$ cat config.mk
export PLATFORM = sky130hd
export DESIGN_NAME = cnn_kernel_acc_pipe
export DESIGN_NICKNAME = d
export VERILOG_FILES = /design/src/rtl/cnn_kernel_acc_pipe.sv
export SDC_FILE = /design/constraint.sdc
export NUM_CORES = 2
export LEC_CHECK = 0
export ABC_CLOCK_PERIOD_IN_PS = 6030
export CAP_MARGIN = 5
export CORE_ASPECT_RATIO = 1.75
export CORE_MARGIN = 2
export CORE_UTILIZATION = 38
export CTS_BUF_LIST = sky130_fd_sc_hd__clkbuf_16
export DETAILED_ROUTE_END_ITERATION = 8
export PLACE_DENSITY_LB_ADDON = 0.3
export SLEW_MARGIN = 15
export SYNTH_ARGS = -nofsm -noshare
export SYNTH_HDL_FRONTEND = slang
export SYNTH_SLANG_ARGS = --single-unit
$ cat constraint.sdc
create_clock -name clk -period 6.03 [get_ports clk]
set_clock_uncertainty 0.15 [all_clocks]
set_input_delay 1.206 -clock clk [delete_from_list [all_inputs] [get_ports clk]]
set_output_delay 1.206 -clock clk [all_outputs]
set_load 0.005 [all_outputs]
$ cat src/rtl/cnn_kernel_acc_pipe.sv
// -----------------------------------------------------------------------------
// cnn_kernel_acc_pipe
//   Multiplies one KX*KY fmap window by KX*KY weights, reduces the products
//   through a fully registered adder tree, then accumulates the kernel sums
//   across input-channel beats framed by first/last flags.
//
//   Pipeline: 1 multiply stage, N_LVL tree stages, 1 channel-accumulate stage
//   (LATENCY = N_LVL+2 from i_in_valid to o_ot_valid).
//
// Ports:
//   clk               rising-edge clock
//   reset             synchronous active-high reset
//   i_soft_reset      synchronous pipeline flush (same effect as reset)
//   i_cnn_weight      KX*KY weights, element k at [k*W_BW +: W_BW]
//   i_in_valid        beat valid
//   i_in_first        first channel beat of an output point
//   i_in_last         last channel beat of an output point
//   i_in_fmap         KX*KY window, element k at [k*I_F_BW +: I_F_BW]
//   o_ot_kernel_valid per-beat kernel sum valid (N_LVL+1 cycles after input)
//   o_ot_kernel_acc   per-beat kernel sum
//   o_ot_valid        channel-accumulated point valid, 1-cycle pulse
//   o_ot_acc          channel-accumulated point
//
// Build option:
//   CNN_KERNEL_RELU_EN  when defined and SIGNED=1, negative points are output
//                       as 0 (internal accumulator keeps the raw value).
// -----------------------------------------------------------------------------
module cnn_kernel_acc_pipe #(
  parameter int KX     = 3,
  parameter int KY     = 3,
  parameter int I_F_BW = 8,
  parameter int W_BW   = 8,
  parameter int ICH    = 4,
  parameter int SIGNED = 0,
  localparam int M_BW    = I_F_BW + W_BW,
  localparam int N_LVL   = $clog2(KX * KY),
  localparam int AK_BW   = M_BW + N_LVL,
  localparam int AO_BW   = AK_BW + $clog2(ICH),
  localparam int LATENCY = N_LVL + 2
) (
  input  logic                     clk,
  input  logic                     reset,
  input  logic                     i_soft_reset,
  input  logic [KX*KY*W_BW-1:0]    i_cnn_weight,
  input  logic                     i_in_valid,
  input  logic                     i_in_first,
  input  logic                     i_in_last,
  input  logic [KX*KY*I_F_BW-1:0]  i_in_fmap,
  output logic                     o_ot_kernel_valid,
  output logic [AK_BW-1:0]         o_ot_kernel_acc,
  output logic                     o_ot_valid,
  output logic [AO_BW-1:0]         o_ot_acc
);

  localparam int NK = KX * KY;

  // Number of nodes at tree level l (level 0 = products).
  function automatic int lvl_cnt(input int l);
    int n;
    n = NK;
    for (int j = 0; j < l; j++) n = (n + 1) / 2;
    return n;
  endfunction

  // Product of one fmap/weight pair, extended to the tree width.
  function automatic logic signed [AK_BW-1:0] mul_ext(input logic [I_F_BW-1:0] a,
                                                      input logic [W_BW-1:0]   b);
    logic signed [M_BW-1:0]  ax;
    logic signed [M_BW-1:0]  bx;
    logic signed [M_BW-1:0]  p;
    logic signed [AK_BW-1:0] r;
    ax = {{W_BW{(SIGNED != 0) & a[I_F_BW-1]}}, a};
    bx = {{I_F_BW{(SIGNED != 0) & b[W_BW-1]}}, b};
    p  = ax * bx;
    r  = {AK_BW{(SIGNED != 0) & p[M_BW-1]}};
    r[M_BW-1:0] = p;
    return r;
  endfunction

  // Kernel sum extended to the accumulator width.
  function automatic logic signed [AO_BW-1:0] ext_ao(input logic signed [AK_BW-1:0] v);
    logic signed [AO_BW-1:0] r;
    r = {AO_BW{(SIGNED != 0) & v[AK_BW-1]}};
    r[AK_BW-1:0] = v;
    return r;
  endfunction

  // Output clamp; only negative values exist when SIGNED=1.
  function automatic logic [AO_BW-1:0] relu(input logic signed [AO_BW-1:0] v);
`ifdef CNN_KERNEL_RELU_EN
    if ((SIGNED != 0) && v[AO_BW-1]) return '0;
    else return v;
`else
    return v;
`endif
  endfunction

  logic                    flush;
  logic [N_LVL:0]          vld_p;
  logic [N_LVL:0]          first_p;
  logic [N_LVL:0]          last_p;
  logic signed [AK_BW-1:0] lvl_p [0:N_LVL][0:NK-1];
  logic signed [AO_BW-1:0] acc_p;
  logic signed [AO_BW-1:0] acc_nxt;

  assign flush = reset | i_soft_reset;

  // Control pipeline: bit 0 = product stage, bit l = tree level l.
  // Flags are qualified by valid so bubbles carry no framing.
  always_ff @(posedge clk) begin
    if (flush) begin
      vld_p   <= '0;
      first_p <= '0;
      last_p  <= '0;
    end else begin
      vld_p   <= {vld_p[N_LVL-1:0], i_in_valid};
      first_p <= {first_p[N_LVL-1:0], i_in_valid & i_in_first};
      last_p  <= {last_p[N_LVL-1:0], i_in_valid & i_in_last};
    end
  end

  // ---- stage 1: multiply ----
  always_ff @(posedge clk) begin
    if (i_in_valid) begin
      for (int k = 0; k < NK; k++)
        lvl_p[0][k] <= mul_ext(i_in_fmap[k*I_F_BW +: I_F_BW], i_cnn_weight[k*W_BW +: W_BW]);
    end
  end

  // ---- stages 2..N_LVL+1: adder tree ----
  // The final level is the visible kernel sum, so only it is cleared on flush.
  for (genvar l = 0; l < N_LVL; l++) begin : g_lvl
    localparam int NI = lvl_cnt(l);
    localparam int NO = lvl_cnt(l + 1);
    for (genvar i = 0; i < NO; i++) begin : g_node
      if (2 * i + 1 < NI) begin : g_add
        always_ff @(posedge clk) begin
          if ((l == N_LVL - 1) && flush) lvl_p[l+1][i] <= '0;
          else if (vld_p[l])             lvl_p[l+1][i] <= lvl_p[l][2*i] + lvl_p[l][2*i+1];
        end
      end else begin : g_pass
        always_ff @(posedge clk) begin
          if ((l == N_LVL - 1) && flush) lvl_p[l+1][i] <= '0;
          else if (vld_p[l])             lvl_p[l+1][i] <= lvl_p[l][2*i];
        end
      end
    end
  end

  assign o_ot_kernel_valid = vld_p[N_LVL];
  assign o_ot_kernel_acc   = lvl_p[N_LVL][0];

  // ---- stage LATENCY: channel accumulate ----
  // A first beat loads, discarding any unfinished partial sum.
  always_comb begin
    acc_nxt = acc_p + ext_ao(lvl_p[N_LVL][0]);
    if (first_p[N_LVL]) acc_nxt = ext_ao(lvl_p[N_LVL][0]);
  end

  always_ff @(posedge clk) begin
    if (flush) begin
      acc_p      <= '0;
      o_ot_valid <= 1'b0;
      o_ot_acc   <= '0;
    end else begin
      o_ot_valid <= vld_p[N_LVL] & last_p[N_LVL];
      if (vld_p[N_LVL]) begin
        acc_p <= acc_nxt;
        if (last_p[N_LVL]) o_ot_acc <= relu(acc_nxt);
      end
    end
  end

endmodule
Word-level counts from Yosys, hierarchy flattened
Memories as Yosys holds them, arrays and structs flattened.
Cells that the tools add are included.
{"block": "totals", "ff_bits": 60, "ram_bits": 820, "in_bits": 150, "n_memories": 1}
{"name": "lvl_p", "words": 5, "width": 164, "rd": 5, "rd_clocked_by_memory_dff": 0, "wr": 5, "line_no": "102", "source": "logic signed [AK_BW-1:0] lvl_p [0:N_LVL][0:NK-1];"}
{"block": "classes", "addsub": 9, "mul": 9, "mux": 15, "bitwise_logic": 5, "n_reduce_logical": 1}
{"op": "adder 20 bit", "count": 8}
{"op": "multiplier 8 x 8 -> 16 bit", "count": 9}
{"op": "adder 22 x 21 -> 22 bit", "count": 1}
{"op": "two-way mux 22 bit", "count": 1}
{"op": "two-way mux 20 bit", "count": 1}
{"op": "two-way mux 1 bit", "count": 13}
{"op": "AND 1 bit", "count": 3}
{"op": "bitwise OR 1 bit", "count": 2}
{"op": "AND reduction 2 bit", "count": 1}

Longest topological paths before layout
{"block": "logic_depth", "word_depth": 4, "ltp_mapped": 16, "depth_no_buf": 16}

Worst setup path after synthesis
OpenSTA, ideal clock, no wires.
{"block": "synth_path", "path_kind": "input-to-reg", "start": "input i_in_fmap[54]", "end": "memory lvl_p[0][47] (netlist name) (data pin)", "setup_time_ps": 260, "arrival_time_ps": 4738, "required_time_ps": 5620, "slack_ps": 882, "stages": 14, "n_path_buf": 0, "cell_sequence": "and2_1 > fa_1 > inv_1 > fa_1 > fa_1 > fa_1 > inv_1 > ha_1 > or2_2 > a21oi_1 > a21oi_1 > a211oi_1 > a21oi_1 > xnor2_1"}
{"item": "start, declared", "line_no": "48", "source": "input logic [KX*KY*I_F_BW-1:0] i_in_fmap,"}
{"item": "end, declared", "line_no": "102"}

==> metrics <==
GRT Util Overall 16.7%; min-delay src lvl_p[2][110]$_DFFE_PP_; GP Congestion 0.871; status finished, final reports clean; Max VDD drop 0.190 mV; # diodes 0; Distinct cells, synth 66; Max Slew Vio Count 0; Startpoint Class input pin; Post-synth EDFFs 335; multi-input logic area 24,300 µm²; effective utilization at floorplan 38.3%; Clock Latency Late Sink 0.58 ns; Port Buffer Count 193; total grt overflow 0; RSZ-0062 raised after global routing no; post-layout min period 5.43 ns; pwr dens 343 nW/µm²; adder-cell share of the synthesized area 33.6%; vias 26.3k; HP Class flop to flop; Leak 0.0191 µW; HPWL Detailed 68.1 mm; Routed Antenna Nets 0; hold buffers post-CTS 0; final setup fails 0; Routed WL 82.6 mm; Critical Setup Path Class input pin to flop; setup_tns 0 ns; post-DR wirelength/cell 15.6 µm; Filler cells 9,550; mapped cell area 37,600 µm²; CP max FO 8; initial antenna violation count 0; CTS tree done; Iteration-0 DRC Markers 1,106; cells along the critical path clkdlybuf4s50_1 > and2_1 > fa_1 > fa_1 > fa_1 > inv_1 > fa_1 > inv_1 > ha_1 > or2_2 > o31a_1 > o41ai_1 > o21ai_0 > o41ai_1 > xnor2_1; Arrival @ worst endpoint 5.59 ns; Final Hold Vio Count 0; first-pass GRT wire length 139 mm; crit end category flop; FP Rows 152; Setup Buffers After CTS 0; Slew @ Worst Pin 1.16 ns; cell family with most CP delay adder cells; DIE HEIGHT 420 µm; Gates resized, CTS repair 0; root buffer cell clkbuf_16; number of vias per cell 4.95; syn_area_per_cell 10.2 µm²; Die Wd 242 µm; Core Area 98,100 µm²; Cells after Synth 3,675; Slew HR 21.5%; Syn-to-layout area delta 14.4%; fmax 0.184 GHz; Crit path buffers/inverters 3; reg2reg end lvl_p[2][141]$_DFFE_PP_; drt pass-1 iters 7; final core utilization 43.9%; count of nets after finishing 4,917; mux share of post-synthesis cell area 0.376%; YS warnings 0; via count of the first global-routing pass 28.1k; Post-Synth Simple-Gate Area 16.0%; syn nets 4,634; largest net degree at the start of global routing 89; Top FF cell, synth edfxtp_1; clock transition at the registers of the reported paths 0.07 ns; DRC violations left 0; Top Ports 194; FFs w/ async S/R, synth 0%; CTS Buffer Depth 3; post-synthesis register bit count 395; WHS Path Cells 0; CTS Sinks 395; die area 102,000 µm²; total CTS buffers 42; Critical Path Most Common Cell fa_1; largest family of logic cells by synthesized area adder cells; fin crit share 90.1%; post-synthesis xor/xnor area fraction 4.70%; maxcap violations 0; required time worst endpoint 6.18 ns; R2R setup slack 2.72 ns; max incr delay on CP 0.56 ns; share of cells above drive strength 1 4.23%; area occupied by registers 11,300 µm²; r2r startpoint lvl_p[1][105]$_DFFE_PP_; Slowest-stage cell, CP clkdlybuf4s50_1; Hold Path End lvl_p[3][130]$_DFFE_PP_; H-tree depth 2; sequential area share after synthesis 29.9%; Synth Area in Compound Gates 9.88%; worst reg2reg path depth 8
-- cell type report --
cell class / count / share of cell area (%)
Inverter: 531 / 4.63
Multi-Input combinational cell: 2725 / 56.4
Tap cell: 1309 / 3.81
Sequential cell: 395 / 26.2
Clock buffer: 42 / 2.44
Timing Repair Buffer: 263 / 5.74
Clock inverter: 35 / 0.814
-- placed cells by master (no fill, tap or decap), drive strengths merged, types with 165 or more instances in the layout --
master         synthesis  routed
edfxtp               335     335
xnor2                172     172
ha                   476     476
inv                  531     537
and2                 479     479
nor2                 165     165
a21oi                179     179
nand2                194     194
clkdlybuf4s50          0     192
fa                   333     333
-- flip-flops by register name (all words and copies together), names as in the netlist --
name,count
o_ot_acc,22
first_p,5
o_ot_valid,1
last_p,5
acc_p,22
lvl_p,335
vld_p,5
-- per-layer routing --
metal | GRT usage [%] | part of all wire, %
met2 | 34.8 | 58
met1 | 16.9 | 37
met3 | 1.48 | 2.1
met5 | 0 | 0
met4 | 5.87 | 3.6
-- power breakdown --
| part | switching [µW] | internal [µW] | leakage, µW |
|---|---|---|---|
| Clock | 1120 | 1510 | 0.000682 |
| Sequential | 285 | 4020 | 0.00367 |
| Combinational | 4240 | 3580 | 0.0148 |
-- cell usage after synthesis, types with 6 or more instances --
cell type  number  area share (%)
a31oi_1        20            0.33
and3_1         30            0.50
fa_1          333              18
inv_1         531             5.3
o21a_1         51             1.0
a21oi_1       178             2.4
a21o_1         49            0.98
nand2_1       194             1.9
nor2_1        165             1.6
o21ai_0       109             1.5
a21boi_0        6            0.12
nand3_1        48            0.64
o211ai_1       22            0.44
o31ai_1        11            0.22
a2111oi_0       7            0.16
and2_1        479             8.0
ha_1          476              16
nand3b_1        7            0.14
xor2_1         30            0.70
o311ai_0        9            0.21
o21bai_1       12            0.24
nand2b_1       39            0.65
o31a_1          6            0.14
clkbuf_1       22            0.22
nor4_1          7            0.12
xnor2_1       172             4.0
nand4_1         6            0.10
or2_2          13            0.22
dfxtp_1        60             3.2
nor3_1         56            0.75
mux2i_1        13            0.35
nor2b_1        40            0.67
or3_1          25            0.42
edfxtp_1      335              27
a211oi_1       45            0.90
o41ai_1        10            0.23
-- kinds of logic after synthesis --
group | Yosys count
DFF | 395
buffers and inverters | 555
xor gates and xnor gates | 202
adders and majority gates | 809
AOI/OAI and AO/OA | 579
and+or+nand+nor | 1121
muxes | 14
-- per-stage QoR --
stage	hold WS [ns]	worst slack, ns	cell area [µm²]	total power [µW]	instances
final	0.257	0.597	43000	14800	5300
after global routing	0.264	0.337	43000	16100	5300
after CTS	0.258	0.595	43000	15000	5300
after detailed placement	0.255	0.00899	41600	12300	5223
after global placement	0.254	0.115	41600	12200	5223
after floorplan	0.250	0.882	37600	10200	3675
-- worst max-delay path by stage --
stage	from	to	cells past startpoint
2_1_floorplan	i_in_fmap[54]	lvl_p[0][47]$_DFFE_PP_	14
5_1_grt	i_cnn_weight[66]	lvl_p[0][15]$_DFFE_PP_	15
3_5_place_dp	i_cnn_weight[58]	lvl_p[0][30]$_DFFE_PP_	15
4_1_cts	i_cnn_weight[58]	lvl_p[0][30]$_DFFE_PP_	15
3_3_place_gp	i_cnn_weight[50]	lvl_p[0][47]$_DFFE_PP_	15
6_report	i_cnn_weight[58]	lvl_p[0][30]$_DFFE_PP_	15
-- worst register-to-register path: stages (launching register included) --
cell	delay, ns
edfxtp_1	0.48
ha_1	0.32
a21o_1	0.18
a21oi_1	0.22
nand2b_1	0.16
a31oi_1	0.13
o41ai_1	0.95
o21ai_0	0.22
a21o_1	0.25
No activity file was read; power rests on OpenSTA's default activity.
